<file path="src/rtl/dcache_pkg.sv">
// Shared types, default geometry and address-field helpers for the data cache controller.
package dcache_pkg;

    localparam int unsigned DEF_NUM_SETS   = 16;
    localparam int unsigned DEF_LINE_WORDS = 4;
    localparam int unsigned WORD_W         = 32;
    localparam int unsigned ADDR_W         = 32;
    localparam int unsigned DEF_LINE_BITS  = WORD_W * DEF_LINE_WORDS;

    typedef enum logic [1:0] {
        IDLE,
        TAG_CHECK,
        WRITEBACK,
        ALLOCATE
    } state_e;

    // Request captured from the pipeline when it is accepted
    typedef struct packed {
        logic [ADDR_W-1:0] addr;
        logic              rw;
        logic [WORD_W-1:0] din;
    } cpu_req_t;

    function automatic logic [31:0] field_mask(input int unsigned w);
        return 32'((64'd1 << w) - 64'd1);
    endfunction

    function automatic logic [31:0] addr_word(input logic [31:0] a, input int unsigned off_w);
        return (a >> 2) & field_mask(off_w);
    endfunction

    function automatic logic [31:0] addr_index(input logic [31:0] a, input int unsigned off_w,
                                               input int unsigned idx_w);
        return (a >> (off_w + 2)) & field_mask(idx_w);
    endfunction

    function automatic logic [31:0] addr_tag(input logic [31:0] a, input int unsigned off_w,
                                             input int unsigned idx_w);
        return a >> (off_w + idx_w + 2);
    endfunction

endpackage

</file>
<file path="src/rtl/dcache_ctrl_if.sv">
// Pipeline-side and memory-side bus bundles of the data cache controller.
interface dcache_cpu_if;
    logic        is_input_valid;
    logic [31:0] addr;
    logic        mem_rw;
    logic [31:0] din;
    logic        is_ready;
    logic        is_output_valid;
    logic [31:0] dout;
    logic        is_hit;

    modport master (output is_input_valid, addr, mem_rw, din,
                    input  is_ready, is_output_valid, dout, is_hit);
    modport slave  (input  is_input_valid, addr, mem_rw, din,
                    output is_ready, is_output_valid, dout, is_hit);
endinterface

interface dcache_mem_if #(
    parameter int unsigned LINE_BITS = 128
);
    logic                 mem_req_valid;
    logic                 mem_req_write;
    logic [31:0]          mem_req_addr;
    logic [LINE_BITS-1:0] mem_req_data;
    logic                 mem_req_ready;
    logic                 mem_resp_valid;
    logic [LINE_BITS-1:0] mem_resp_data;

    modport master (output mem_req_valid, mem_req_write, mem_req_addr, mem_req_data,
                    input  mem_req_ready, mem_resp_valid, mem_resp_data);
    modport slave  (input  mem_req_valid, mem_req_write, mem_req_addr, mem_req_data,
                    output mem_req_ready, mem_resp_valid, mem_resp_data);
endinterface

</file>
<file path="src/rtl/dcache_line_store.sv">
// Tag/valid/dirty/data arrays: asynchronous read, synchronous word and line writes.
module dcache_line_store #(
    parameter int unsigned NUM_SETS   = 16,
    parameter int unsigned LINE_WORDS = 4,
    parameter int unsigned TAG_W      = 24
) (
    input  logic                           clk,
    input  logic                           reset,
    input  logic [$clog2(NUM_SETS)-1:0]    idx_i,
    output logic [TAG_W-1:0]               rd_tag_o,
    output logic                           rd_valid_o,
    output logic                           rd_dirty_o,
    output logic [LINE_WORDS-1:0][31:0]    rd_line_o,
    input  logic                           word_we_i,
    input  logic [$clog2(LINE_WORDS)-1:0]  word_sel_i,
    input  logic [31:0]                    word_data_i,
    input  logic                           line_we_i,
    input  logic [TAG_W-1:0]               line_tag_i,
    input  logic [LINE_WORDS-1:0][31:0]    line_data_i,
    input  logic                           dirty_clr_i
);

    logic [LINE_WORDS-1:0][31:0] data_q  [NUM_SETS];
    logic [TAG_W-1:0]            tag_q   [NUM_SETS];
    logic [NUM_SETS-1:0]         valid_q;
    logic [NUM_SETS-1:0]         dirty_q;

    assign rd_tag_o   = tag_q[idx_i];
    assign rd_valid_o = valid_q[idx_i];
    assign rd_dirty_o = dirty_q[idx_i];
    assign rd_line_o  = data_q[idx_i];

    // Data and tag payload; contents are meaningless until the valid bit is set
    always_ff @(posedge clk) begin
        if (line_we_i) begin
            data_q[idx_i] <= line_data_i;
            tag_q[idx_i]  <= line_tag_i;
        end else if (word_we_i) begin
            data_q[idx_i][word_sel_i] <= word_data_i;
        end
    end

    // Line state bits; a refill always lands clean, a store hit marks the line dirty
    always_ff @(posedge clk) begin
        if (reset) begin
            valid_q <= '0;
            dirty_q <= '0;
        end else if (line_we_i) begin
            valid_q[idx_i] <= 1'b1;
            dirty_q[idx_i] <= 1'b0;
        end else if (word_we_i) begin
            dirty_q[idx_i] <= 1'b1;
        end else if (dirty_clr_i) begin
            dirty_q[idx_i] <= 1'b0;
        end
    end

endmodule

</file>
<file path="src/rtl/dcache_ctrl.sv">
// Direct-mapped write-back, write-allocate data cache controller.
// Optional hit/miss counters are built when DCACHE_STATS_EN is defined.
module dcache_ctrl
    import dcache_pkg::*;
#(
    parameter int unsigned NUM_SETS   = DEF_NUM_SETS,
    parameter int unsigned LINE_WORDS = DEF_LINE_WORDS
) (
    input  logic         clk,
    input  logic         reset,
    dcache_cpu_if.slave  cpu,
    dcache_mem_if.master mem
`ifdef DCACHE_STATS_EN
    ,
    output logic [31:0]  hit_count,
    output logic [31:0]  miss_count
`endif
);

    localparam int unsigned LINE_BITS = WORD_W * LINE_WORDS;
    localparam int unsigned OFF_W     = $clog2(LINE_WORDS);
    localparam int unsigned IDX_W     = $clog2(NUM_SETS);
    localparam int unsigned TAG_W     = 30 - OFF_W - IDX_W;

    state_e               state_q;
    cpu_req_t             req_q;
    logic                 first_check_q;
    logic                 is_ready_q;
    logic                 out_valid_q;
    logic                 is_hit_q;
    logic [31:0]          dout_q;
    logic                 mem_req_valid_q;
    logic                 mem_req_write_q;
    logic [31:0]          mem_req_addr_q;
    logic [LINE_BITS-1:0] mem_req_data_q;

    logic [TAG_W-1:0]            req_tag;
    logic [IDX_W-1:0]            req_idx;
    logic [OFF_W-1:0]            req_word;
    logic [TAG_W-1:0]            rd_tag;
    logic                        rd_valid;
    logic                        rd_dirty;
    logic [LINE_WORDS-1:0][31:0] rd_line;
    logic                        hit;
    logic                        resp_wait;
    logic                        word_we;
    logic                        line_we;
    logic                        dirty_clr;

    assign req_tag  = TAG_W'(addr_tag(req_q.addr, OFF_W, IDX_W));
    assign req_idx  = IDX_W'(addr_index(req_q.addr, OFF_W, IDX_W));
    assign req_word = OFF_W'(addr_word(req_q.addr, OFF_W));

    // Request already handed to memory; only now does a response count
    assign resp_wait = !mem_req_valid_q && mem.mem_resp_valid;
    assign hit       = rd_valid && (rd_tag == req_tag);
    assign word_we   = (state_q == TAG_CHECK) && hit && req_q.rw;
    assign line_we   = (state_q == ALLOCATE) && resp_wait;
    assign dirty_clr = (state_q == WRITEBACK) && resp_wait;

    dcache_line_store #(
        .NUM_SETS   (NUM_SETS),
        .LINE_WORDS (LINE_WORDS),
        .TAG_W      (TAG_W)
    ) u_store (
        .clk         (clk),
        .reset       (reset),
        .idx_i       (req_idx),
        .rd_tag_o    (rd_tag),
        .rd_valid_o  (rd_valid),
        .rd_dirty_o  (rd_dirty),
        .rd_line_o   (rd_line),
        .word_we_i   (word_we),
        .word_sel_i  (req_word),
        .word_data_i (req_q.din),
        .line_we_i   (line_we),
        .line_tag_i  (req_tag),
        .line_data_i (mem.mem_resp_data),
        .dirty_clr_i (dirty_clr)
    );

    assign cpu.is_ready        = is_ready_q;
    assign cpu.is_output_valid = out_valid_q;
    assign cpu.dout            = dout_q;
    assign cpu.is_hit          = is_hit_q;
    assign mem.mem_req_valid   = mem_req_valid_q;
    assign mem.mem_req_write   = mem_req_write_q;
    assign mem.mem_req_addr    = mem_req_addr_q;
    assign mem.mem_req_data    = mem_req_data_q;

    // Controller FSM with registered pipeline and memory-request outputs
    always_ff @(posedge clk) begin
        if (reset) begin
            state_q         <= IDLE;
            req_q           <= '0;
            first_check_q   <= 1'b0;
            is_ready_q      <= 1'b1;
            out_valid_q     <= 1'b0;
            is_hit_q        <= 1'b0;
            dout_q          <= '0;
            mem_req_valid_q <= 1'b0;
            mem_req_write_q <= 1'b0;
            mem_req_addr_q  <= '0;
            mem_req_data_q  <= '0;
        end else begin
            out_valid_q <= 1'b0;
            case (state_q)
                IDLE: begin
                    if (cpu.is_input_valid) begin
                        req_q         <= '{addr: cpu.addr, rw: cpu.mem_rw, din: cpu.din};
                        first_check_q <= 1'b1;
                        is_ready_q    <= 1'b0;
                        state_q       <= TAG_CHECK;
                    end
                end
                TAG_CHECK: begin
                    if (hit) begin
                        if (!req_q.rw) begin
                            dout_q <= rd_line[req_word];
                        end
                        out_valid_q <= 1'b1;
                        is_hit_q    <= first_check_q;
                        is_ready_q  <= 1'b1;
                        state_q     <= IDLE;
                    end else begin
                        first_check_q   <= 1'b0;
                        mem_req_valid_q <= 1'b1;
                        if (rd_valid && rd_dirty) begin
                            mem_req_write_q <= 1'b1;
                            mem_req_addr_q  <= {rd_tag, req_idx, {(OFF_W + 2){1'b0}}};
                            mem_req_data_q  <= rd_line;
                            state_q         <= WRITEBACK;
                        end else begin
                            mem_req_write_q <= 1'b0;
                            mem_req_addr_q  <= {req_tag, req_idx, {(OFF_W + 2){1'b0}}};
                            state_q         <= ALLOCATE;
                        end
                    end
                end
                WRITEBACK: begin
                    if (mem_req_valid_q) begin
                        if (mem.mem_req_ready) begin
                            mem_req_valid_q <= 1'b0;
                        end
                    end else if (mem.mem_resp_valid) begin
                        mem_req_valid_q <= 1'b1;
                        mem_req_write_q <= 1'b0;
                        mem_req_addr_q  <= {req_tag, req_idx, {(OFF_W + 2){1'b0}}};
                        state_q         <= ALLOCATE;
                    end
                end
                ALLOCATE: begin
                    if (mem_req_valid_q) begin
                        if (mem.mem_req_ready) begin
                            mem_req_valid_q <= 1'b0;
                        end
                    end else if (mem.mem_resp_valid) begin
                        state_q <= TAG_CHECK;
                    end
                end
                default: state_q <= IDLE;
            endcase
        end
    end

`ifdef DCACHE_STATS_EN
    // Completion counters, classified by whether the first tag check hit
    always_ff @(posedge clk) begin
        if (reset) begin
            hit_count  <= '0;
            miss_count <= '0;
        end else if (out_valid_q) begin
            if (is_hit_q) begin
                hit_count <= hit_count + 32'd1;
            end else begin
                miss_count <= miss_count + 32'd1;
            end
        end
    end
`endif

endmodule

</file>
<file path="src/flat_wrapper.sv">
// flat-port wrapper written by rule: the top's interface ports become plain ports
module dcache_ctrl_flat import dcache_pkg::*;
#(
    parameter int unsigned NUM_SETS   = DEF_NUM_SETS,
    parameter int unsigned LINE_WORDS = DEF_LINE_WORDS
)
  (clk, reset, cpu_is_input_valid, cpu_addr, cpu_mem_rw, cpu_din, cpu_is_ready, cpu_is_output_valid, cpu_dout, cpu_is_hit, mem_mem_req_valid, mem_mem_req_write, mem_mem_req_addr, mem_mem_req_data, mem_mem_req_ready, mem_mem_resp_valid, mem_mem_resp_data);
  dcache_cpu_if cpu_i ();
  dcache_mem_if #(.LINE_BITS((DEF_LINE_BITS))) mem_i ();
  input  logic clk;
  input  logic reset;
  input wire logic [$bits(cpu_i.is_input_valid)-1:0] cpu_is_input_valid;
  input wire logic [$bits(cpu_i.addr)-1:0] cpu_addr;
  input wire logic [$bits(cpu_i.mem_rw)-1:0] cpu_mem_rw;
  input wire logic [$bits(cpu_i.din)-1:0] cpu_din;
  output wire logic [$bits(cpu_i.is_ready)-1:0] cpu_is_ready;
  output wire logic [$bits(cpu_i.is_output_valid)-1:0] cpu_is_output_valid;
  output wire logic [$bits(cpu_i.dout)-1:0] cpu_dout;
  output wire logic [$bits(cpu_i.is_hit)-1:0] cpu_is_hit;
  output wire logic [$bits(mem_i.mem_req_valid)-1:0] mem_mem_req_valid;
  output wire logic [$bits(mem_i.mem_req_write)-1:0] mem_mem_req_write;
  output wire logic [$bits(mem_i.mem_req_addr)-1:0] mem_mem_req_addr;
  output wire logic [$bits(mem_i.mem_req_data)-1:0] mem_mem_req_data;
  input wire logic [$bits(mem_i.mem_req_ready)-1:0] mem_mem_req_ready;
  input wire logic [$bits(mem_i.mem_resp_valid)-1:0] mem_mem_resp_valid;
  input wire logic [$bits(mem_i.mem_resp_data)-1:0] mem_mem_resp_data;
  assign cpu_i.is_input_valid = cpu_is_input_valid;
  assign cpu_i.addr = cpu_addr;
  assign cpu_i.mem_rw = cpu_mem_rw;
  assign cpu_i.din = cpu_din;
  assign cpu_is_ready = cpu_i.is_ready;
  assign cpu_is_output_valid = cpu_i.is_output_valid;
  assign cpu_dout = cpu_i.dout;
  assign cpu_is_hit = cpu_i.is_hit;
  assign mem_mem_req_valid = mem_i.mem_req_valid;
  assign mem_mem_req_write = mem_i.mem_req_write;
  assign mem_mem_req_addr = mem_i.mem_req_addr;
  assign mem_mem_req_data = mem_i.mem_req_data;
  assign mem_i.mem_req_ready = mem_mem_req_ready;
  assign mem_i.mem_resp_valid = mem_mem_resp_valid;
  assign mem_i.mem_resp_data = mem_mem_resp_data;
  dcache_ctrl #(.NUM_SETS(NUM_SETS), .LINE_WORDS(LINE_WORDS)) u_core (.clk(clk), .reset(reset), .cpu(cpu_i), .mem(mem_i));
endmodule
</file>
<file path="config.mk">
export PLATFORM = sky130hd
export DESIGN_NAME = dcache_ctrl_flat
export DESIGN_NICKNAME = d
export VERILOG_FILES = /design/src/rtl/dcache_pkg.sv /design/src/rtl/dcache_ctrl_if.sv /design/src/rtl/dcache_line_store.sv /design/src/rtl/dcache_ctrl.sv /design/src/flat_wrapper.sv
export SDC_FILE = /design/constraint.sdc
export NUM_CORES = 2
export LEC_CHECK = 0
export BUFFER_PORTS_ARGS = -buffer_cell sky130_fd_sc_hd__buf_4
export CORE_MARGIN = 8
export CORE_UTILIZATION = 25
export CTS_BUF_LIST = sky130_fd_sc_hd__clkbuf_2
export DETAILED_ROUTE_END_ITERATION = 16
export GPL_TIMING_DRIVEN = 0
export PLACE_DENSITY = 0.36
export REMOVE_ABC_BUFFERS = 1
export SYNTH_ARGS = -nofsm -noshare
export SYNTH_HDL_FRONTEND = slang
export SYNTH_HIERARCHICAL = 1
export SYNTH_SLANG_ARGS = --single-unit
</file>
<file path="constraint.sdc">
create_clock -name clk -period 6.9 [get_ports clk]
set_clock_uncertainty 0.2 [all_clocks]
set_input_delay 0.345 -clock clk [delete_from_list [all_inputs] [get_ports clk]]
set_output_delay 0.345 -clock clk [all_outputs]
set_load 0.005 [all_outputs]
</file>
Word-level counts from Yosys, hierarchy flattened:

Memories as Yosys holds them, arrays and structs flattened. A register that Yosys moved wholly into a read port is not among the register bits.
Index checks and enable logic that the tools add are counted.

* flip-flop bits (word level): 297
* bits in latches: 0
* memory bits (writable): 2432
* bits in read-only memories: 0
* bits of input ports: 198
* word-level logic and storage cells: 373
* memories: 2

* add/sub/neg operators: 0
* $mul: 0
* div/mod/pow operators: 0
* order comparisons: 4
* equal/unequal tests: 11
* shifts and indexed selects: 0
* mux-type cells: 181
* bitwise logic cells: 135
* reduce and logical (&&, ||, !) cells: 25

Memory list
* u_core.u_store.data_q: depth 16, bits a word 128, read ports 1, clocked after memory_dff 1, write ports 1, line dcache_line_store.sv:23 `logic [LINE_WORDS-1:0][31:0] data_q [NUM_SETS];`
* u_core.u_store.tag_q: depth 16, bits a word 24, read ports 1, clocked after memory_dff 1, write ports 1, line dcache_line_store.sv:24 `logic [TAG_W-1:0] tag_q [NUM_SETS];`

Operators by type and width (number)
* $mux W32: 6
* $mux W1: 150
* $mux W128: 1
* $or A1 B1 Y1: 128
* $bmux W32 S2: 1
* $demux W32 S2: 1
* $pmux W32 S2: 1
* $mux W16: 3
* $or A16 B16 Y16: 2
* $eq A24 B24 Y1: 1
* $and A16 B16 Y16: 1
* $mux W4: 4
* $not A16 Y16: 1
* $mux W2: 6
* $ne A2 B2 Y1 const B: 6
* $reduce_and A3 Y1: 4
* $logic_and A1 B1 Y1: 9
* $bmux W1 S4: 2
* $pmux W2 S4: 1
* $pmux W1 S2: 3
* $reduce_and A2 Y1: 3
* $reduce_bool A3 Y1: 2
* $lt A4 B5 Y1 const B: 1
* $reduce_and A5 Y1: 1
* 14 further kinds: 18

Depth between registers and ports, before layout:

* depth after elaboration: 9
* depth in mapped cells: 17
* depth with buffers taken out: 11

Modules after synthesis:

The synthesis kept the hierarchy.

Modules (own cells, without submodules)
* dcache_line_store: times used 1, cells each 4112, area each 94065.2 sq um, seq. area each 73670.7 sq um
* dcache_ctrl: times used 1, cells each 1243, area each 11494.8 sq um, seq. area each 5185.0 sq um

Least setup slack after synthesis:

No wires, ideal clock.

* kind: register to register
* start point: register u_core.req_q (netlist bit u_core/req_idx[0])
* end point: memory u_core/u_store/data_q[11][64] (netlist name) (enable)
* setup time: 0.421 ns
* arrival time: 4.757 ns
* required time: 6.279 ns
* slack: 1.522 ns
* stages on the path, launching flop included: 16
* path buffers: 5
* path through: dfxtp_1 buf_6 buf_2 buf_2 mux4_2 a22oi_1 nand2_1 xor2_1 nor4_1 and3_1 buf_2 nand3_1 nor2_1 a31oi_1 clkbuf_1 nor2_1

* word-level cells in the longest chain between the ends: 9

RTL lines
* start, declared: line dcache_ctrl.sv:26 `cpu_req_t req_q;`
* start signal, assigned: line dcache_ctrl.sv:110 `req_q <= '{addr: cpu.addr, rw: cpu.mem_rw, din: cpu.din};`
* $bmux W1 S4: line dcache_line_store.sv:29 `assign rd_valid_o = valid_q[idx_i];`
* $mux W1 (implied by the code): line dcache_line_store.sv:29
* $logic_and A1 B1 Y1: line dcache_ctrl.sv:56 `assign hit = rd_valid && (rd_tag == req_tag);`
* $logic_and A1 B1 Y1 (2 in series): line dcache_ctrl.sv:57 `assign word_we = (state_q == TAG_CHECK) && hit && req_q.rw;`
* net u_core.word_we: line dcache_ctrl.sv:46 `logic word_we;`
* $mux W1: line dcache_line_store.sv:38 `end else if (word_we_i) begin`
* $mux W1: line dcache_line_store.sv:35 `if (line_we_i) begin`
* $mux W128 (implied by the code): line dcache_line_store.sv:39 `data_q[idx_i][word_sel_i] <= word_data_i;`
* $or A1 B1 Y1 (no line)
* end, declared: line dcache_line_store.sv:23

The timed path passes the listed nets, and every way through them passes these cells. The select of a mux whose other input is x is not followed.

Worst setup path after layout:

* start point: register u_core.req_q (netlist bit u_core/req_idx[3])
* end point: memory u_core/u_store/data_q[15][68] (netlist name), data pin

* word-level cells in the longest chain between the ends: 9

RTL lines (line)
* $bmux W1 S4: dcache_line_store.sv:29
* $mux W1 (implied by the code): dcache_line_store.sv:29
* $logic_and A1 B1 Y1: dcache_ctrl.sv:56
* $logic_and A1 B1 Y1 (2 in series): dcache_ctrl.sv:57
* net u_core.word_we: dcache_ctrl.sv:46
* $mux W1: dcache_line_store.sv:38
* $mux W1: dcache_line_store.sv:35
* $mux W128 (implied by the code): dcache_line_store.sv:39
* $mux W1 (no line)

The timed path passes the listed nets, and every way through them passes these cells. The select of a mux whose other input is x is not followed.

==> reports/metrics.yaml <==
logic_synthesis:
  synthDistinctLibCells: 60
  syn_area_um2: 106000
  syn_inst: 5355
  synth_top_area_share_pct: 69.2
  ys_seq_elements: 2723
  yosysTopAreaCell: "edfxtp_1"
  synth.avg_cell_area_um2: 19.7
  ys_dominant_reg_cell: "edfxtp_1"
  synth_edf_count: 2432
  synth_seq_area_share_pct: 74.7
  synthTopCellsByArea: "edfxtp_1 (69%), mux4_2 (14%), dfxtp_1 (5.5%)"
  ys.warnings.count: 6
  postSynth.asyncResetShare_pct: 0
worst_setup_path:
  cp_top_family: "simple AND/OR/NAND/NOR gates"
  cpMostUsedCell: "buf_16"
  arrival_ns: 8.07
  path_cells: "and2_4 > buf_16 > a22oi_1 > nand2_1 > xor2_1 > nor3_1 > and3_1 > nand3_2 > nor2_4 > nand2b_1 > nor3_4 > buf_16 > mux2_2 > dlygate4sd3_1"
  worst-path-buf-inv: 3
  critPathKind: "reg -> reg"
  cp_data_required_time_ns: 8.53
  startpoint_type: "flip-flop"
  cp_max_fo: 36
  worst_path_max_delay_cell: "dfxtp_2"
  end_kind: "flip-flop"
  cpPeakStageDelay_ns: 0.87
finish:
  area_delta_synth_final_pct: 27.6
  final_common_cell: "edfxtp_1"
  layout_common_cells: "edfxtp_1 (2,432), clkbuf_2 (1,179), dlygate4sd3_1 (758), mux4_2 (648), nand2_1 (605)"
  multi_input_area_um2: 25800
  seqCellArea_um2: 78900
  layout.nets: 7347
  stdcell_area_um2: 135000
  drive_gt1_share_pct: 36.1
  fillCellCount: 41403
pwr:
  clockPowerShare_pct: 34.7
  p_sw_share_pct: 28.9
  pwr-share-seq_pct: 52.6
  internal_power_mw: 24.9
  p_per_area_nw_per_um2: 260
  combPwrFrac_pct: 12.7
  p_switching_mw: 10.1
  leakagePower_nw: 44.0
  ir_drop_mv: 0.137
run_status:
  status: "complete, no violations"
die:
  die_w_um: 666
  core-area_um2: 420000
  dieHeight_um: 666
  die_area_um2: 443000
  num_io_pins: 395
  initial_utilization_pct: 25.1
  row_count: 238
clock_network:
  clock-sinks: 2723
  htree_levels: 6
  cts_buffers: 758
  clkTransAtPathRegs_ns: 0.10
  clock_latency_ns: 2.17
  cts_tree: "done"
  root_buffer: "clkbuf_2"
  clock_path_buffers: 4
placement:
  hpwl_mm: 261
  place.gp.congestion: 0.694
  place_area_um2: 120000
  io_buffers: 388
drt:
  wl_mm: 400
  drc: 0
  ant_nets: 0
  drt_iter0_markers: 4224
  via_per_inst: 4.58
  wl_per_cell_um: 29.8
  dr_total_vias: 61469
  first_pass_iters: 5
global_route:
  antenna_found_initial: 60
  track_usage_pct: 17.5
  overflow: 0
  grt_pass1_wl_mm: 540
  grt_max_degree: 142
  grt_pass1_vias: 65432
timing:
  setup_viol: 0
  slew_viol_final: 0
  period_share_pct: 93.4
  fin_crit_ns: 6.44
  tns_ns: 0
  maxSlewHeadroom_pct: 2.25
  grt_setup_unrepaired: "no"
  timing.fmax_mhz: 155
  hold_viol: 0
  worst_slew_pin_slew_ns: 1.47
flow_run:
  cap_violations: 0
hold_path:
  hold_class: "reg -> reg"
[state kept, by name, indices dropped and copies added, names as in the netlist, named ones only]
signal / count
u_core/cpu.is_ready: 1
u_core/mem.mem_req_write: 1
u_core/state_q: 2
u_core/mem.mem_req_data: 128
u_core/mem.mem_req_valid: 1
u_core/cpu.dout: 32
u_core/u_store/data_q: 2048
u_core/req_q: 59
u_core/first_check_q: 1
u_core/mem.mem_req_addr: 28
u_core/u_store/valid_q: 16
u_core/req_idx: 4
u_core/u_store/tag_q: 384
u_core/cpu.is_hit: 1
u_core/cpu.is_output_valid: 1
[per-stage QoR]
| stage | setup slack, ns | util, % | power (mW) | std cells | hold slack (ns) |
|---|---|---|---|---|---|
| global route | 0.207 | 32.0 | 36.6 | 13392 | 0.233 |
| detailed placement | -1.47 | 28.4 | 22.9 | 11248 | 0.248 |
| global placement | -65.98 | 27.1 | 25.4 | 11034 | 0.242 |
| finish | 0.459 | 32.0 | 35.0 | 13429 | 0.259 |
| CTS | 0.00387 | 32.0 | 35.7 | 13378 | 0.00135 |
| floorplan | -35.32 | - | 22.1 | 5006 | 0.214 |
[layer usage]
layer | GRT usage [%] | vias up | part of all wire, %
met1 | 22.2 | 32835 | 42
met2 | 30.0 | 2040 | 50
li1 | - | 26006 | -
met3 | 3.50 | 580 | 5.7
met4 | 5.52 | 8 | 3.2
met5 | 0 | - | 0.015
[layout make-up]
class | count | share of cell area [%]
Inverter | 13 | 0.0418
Multi-Input combinational cell | 2270 | 19.2
Sequential cell | 2723 | 58.6
Clock buffer | 1179 | 4.38
Antenna cell | 42 | 0.0781
Tap cell | 5640 | 5.24
Clock inverter | 183 | 0.893
Timing Repair Buffer | 1379 | 11.6
[worst paths after layout]
| check | slack [ns] | cells after the start | endpoint | from |
|---|---|---|---|---|
| setup / recovery | 0.46 | 14 | u_core/u_store/data_q[15][68]$_DFFE_PP_ | u_core/req_idx[3]$_SDFFE_PP0P_ |
| hold / removal | 0.26 | 2 | u_core/mem.mem_req_data[69]$_SDFFE_PP0P_ | u_core/mem.mem_req_data[69]$_SDFFE_PP0P_ |
| setup reg to reg | 0.46 | 14 | u_core/u_store/data_q[15][68]$_DFFE_PP_ | u_core/req_idx[3]$_SDFFE_PP0P_ |
| hold reg to reg | 0.26 | 2 | u_core/mem.mem_req_data[69]$_SDFFE_PP0P_ | u_core/mem.mem_req_data[69]$_SDFFE_PP0P_ |
[repair_timing]
action / in CTS / in global routing
setup endpoints to repair: 4112 / 829
setup buffers: 9 / 9
gates resized for setup: 7 / 1
hold endpoints to repair: 2850 / 0
hold buffers: 759 / 0
pin swaps: 6 / 1
[power groups by stage]
| stage | logic [mW] | registers [mW] | clock network [mW] |
|---|---|---|---|
| floorplan | 3.35 | 18.8 | 0 |
| finish | 4.45 | 18.4 | 12.1 |
| global route | 4.70 | 18.4 | 13.5 |
| global placement | 6.13 | 19.3 | 0 |
| detailed placement | 4.15 | 18.8 | 0 |
| CTS | 4.56 | 18.4 | 12.8 |
[synth_stat cells, types with 12 or more instances]
library cell / count
dfxtp_1: 291
buf_2: 126
nor2_1: 97
edfxtp_1: 2432
mux4_2: 648
xnor2_1: 13
a21oi_1: 92
nand2_1: 606
mux2i_1: 157
o311a_1: 32
a31o_1: 32
a22oi_1: 308
clkbuf_1: 164
nand3_1: 12
mux2_2: 145
o21ai_0: 18
inv_1: 13
buf_1: 37
[cells by family (layout without fill, tap and decap cells)]
group                      Yosys count  count (layout)  share of synthesized area (%)
DFF                               2723            2723                           74.7
muxes                              957             957                           16.9
and+or+nand+nor                    773             773                           3.03
AOI/OAI and AO/OA                  508             508                           3.47
buffers and inverters              365            2754                           1.60
xor gates and xnor gates            24              24                          0.199
adders and majority gates            4               4                         0.0474
other                                1              46                        0.00355
[tightest hold or removal path: cells and delay by family (launching register included)]
kind             cells  cell delay [ns]
multiplexers         1             0.05
flip-flops           1             0.31
AND/OR/NAND/NOR      1             0.05
No activity file was read; power rests on OpenSTA's default activity.
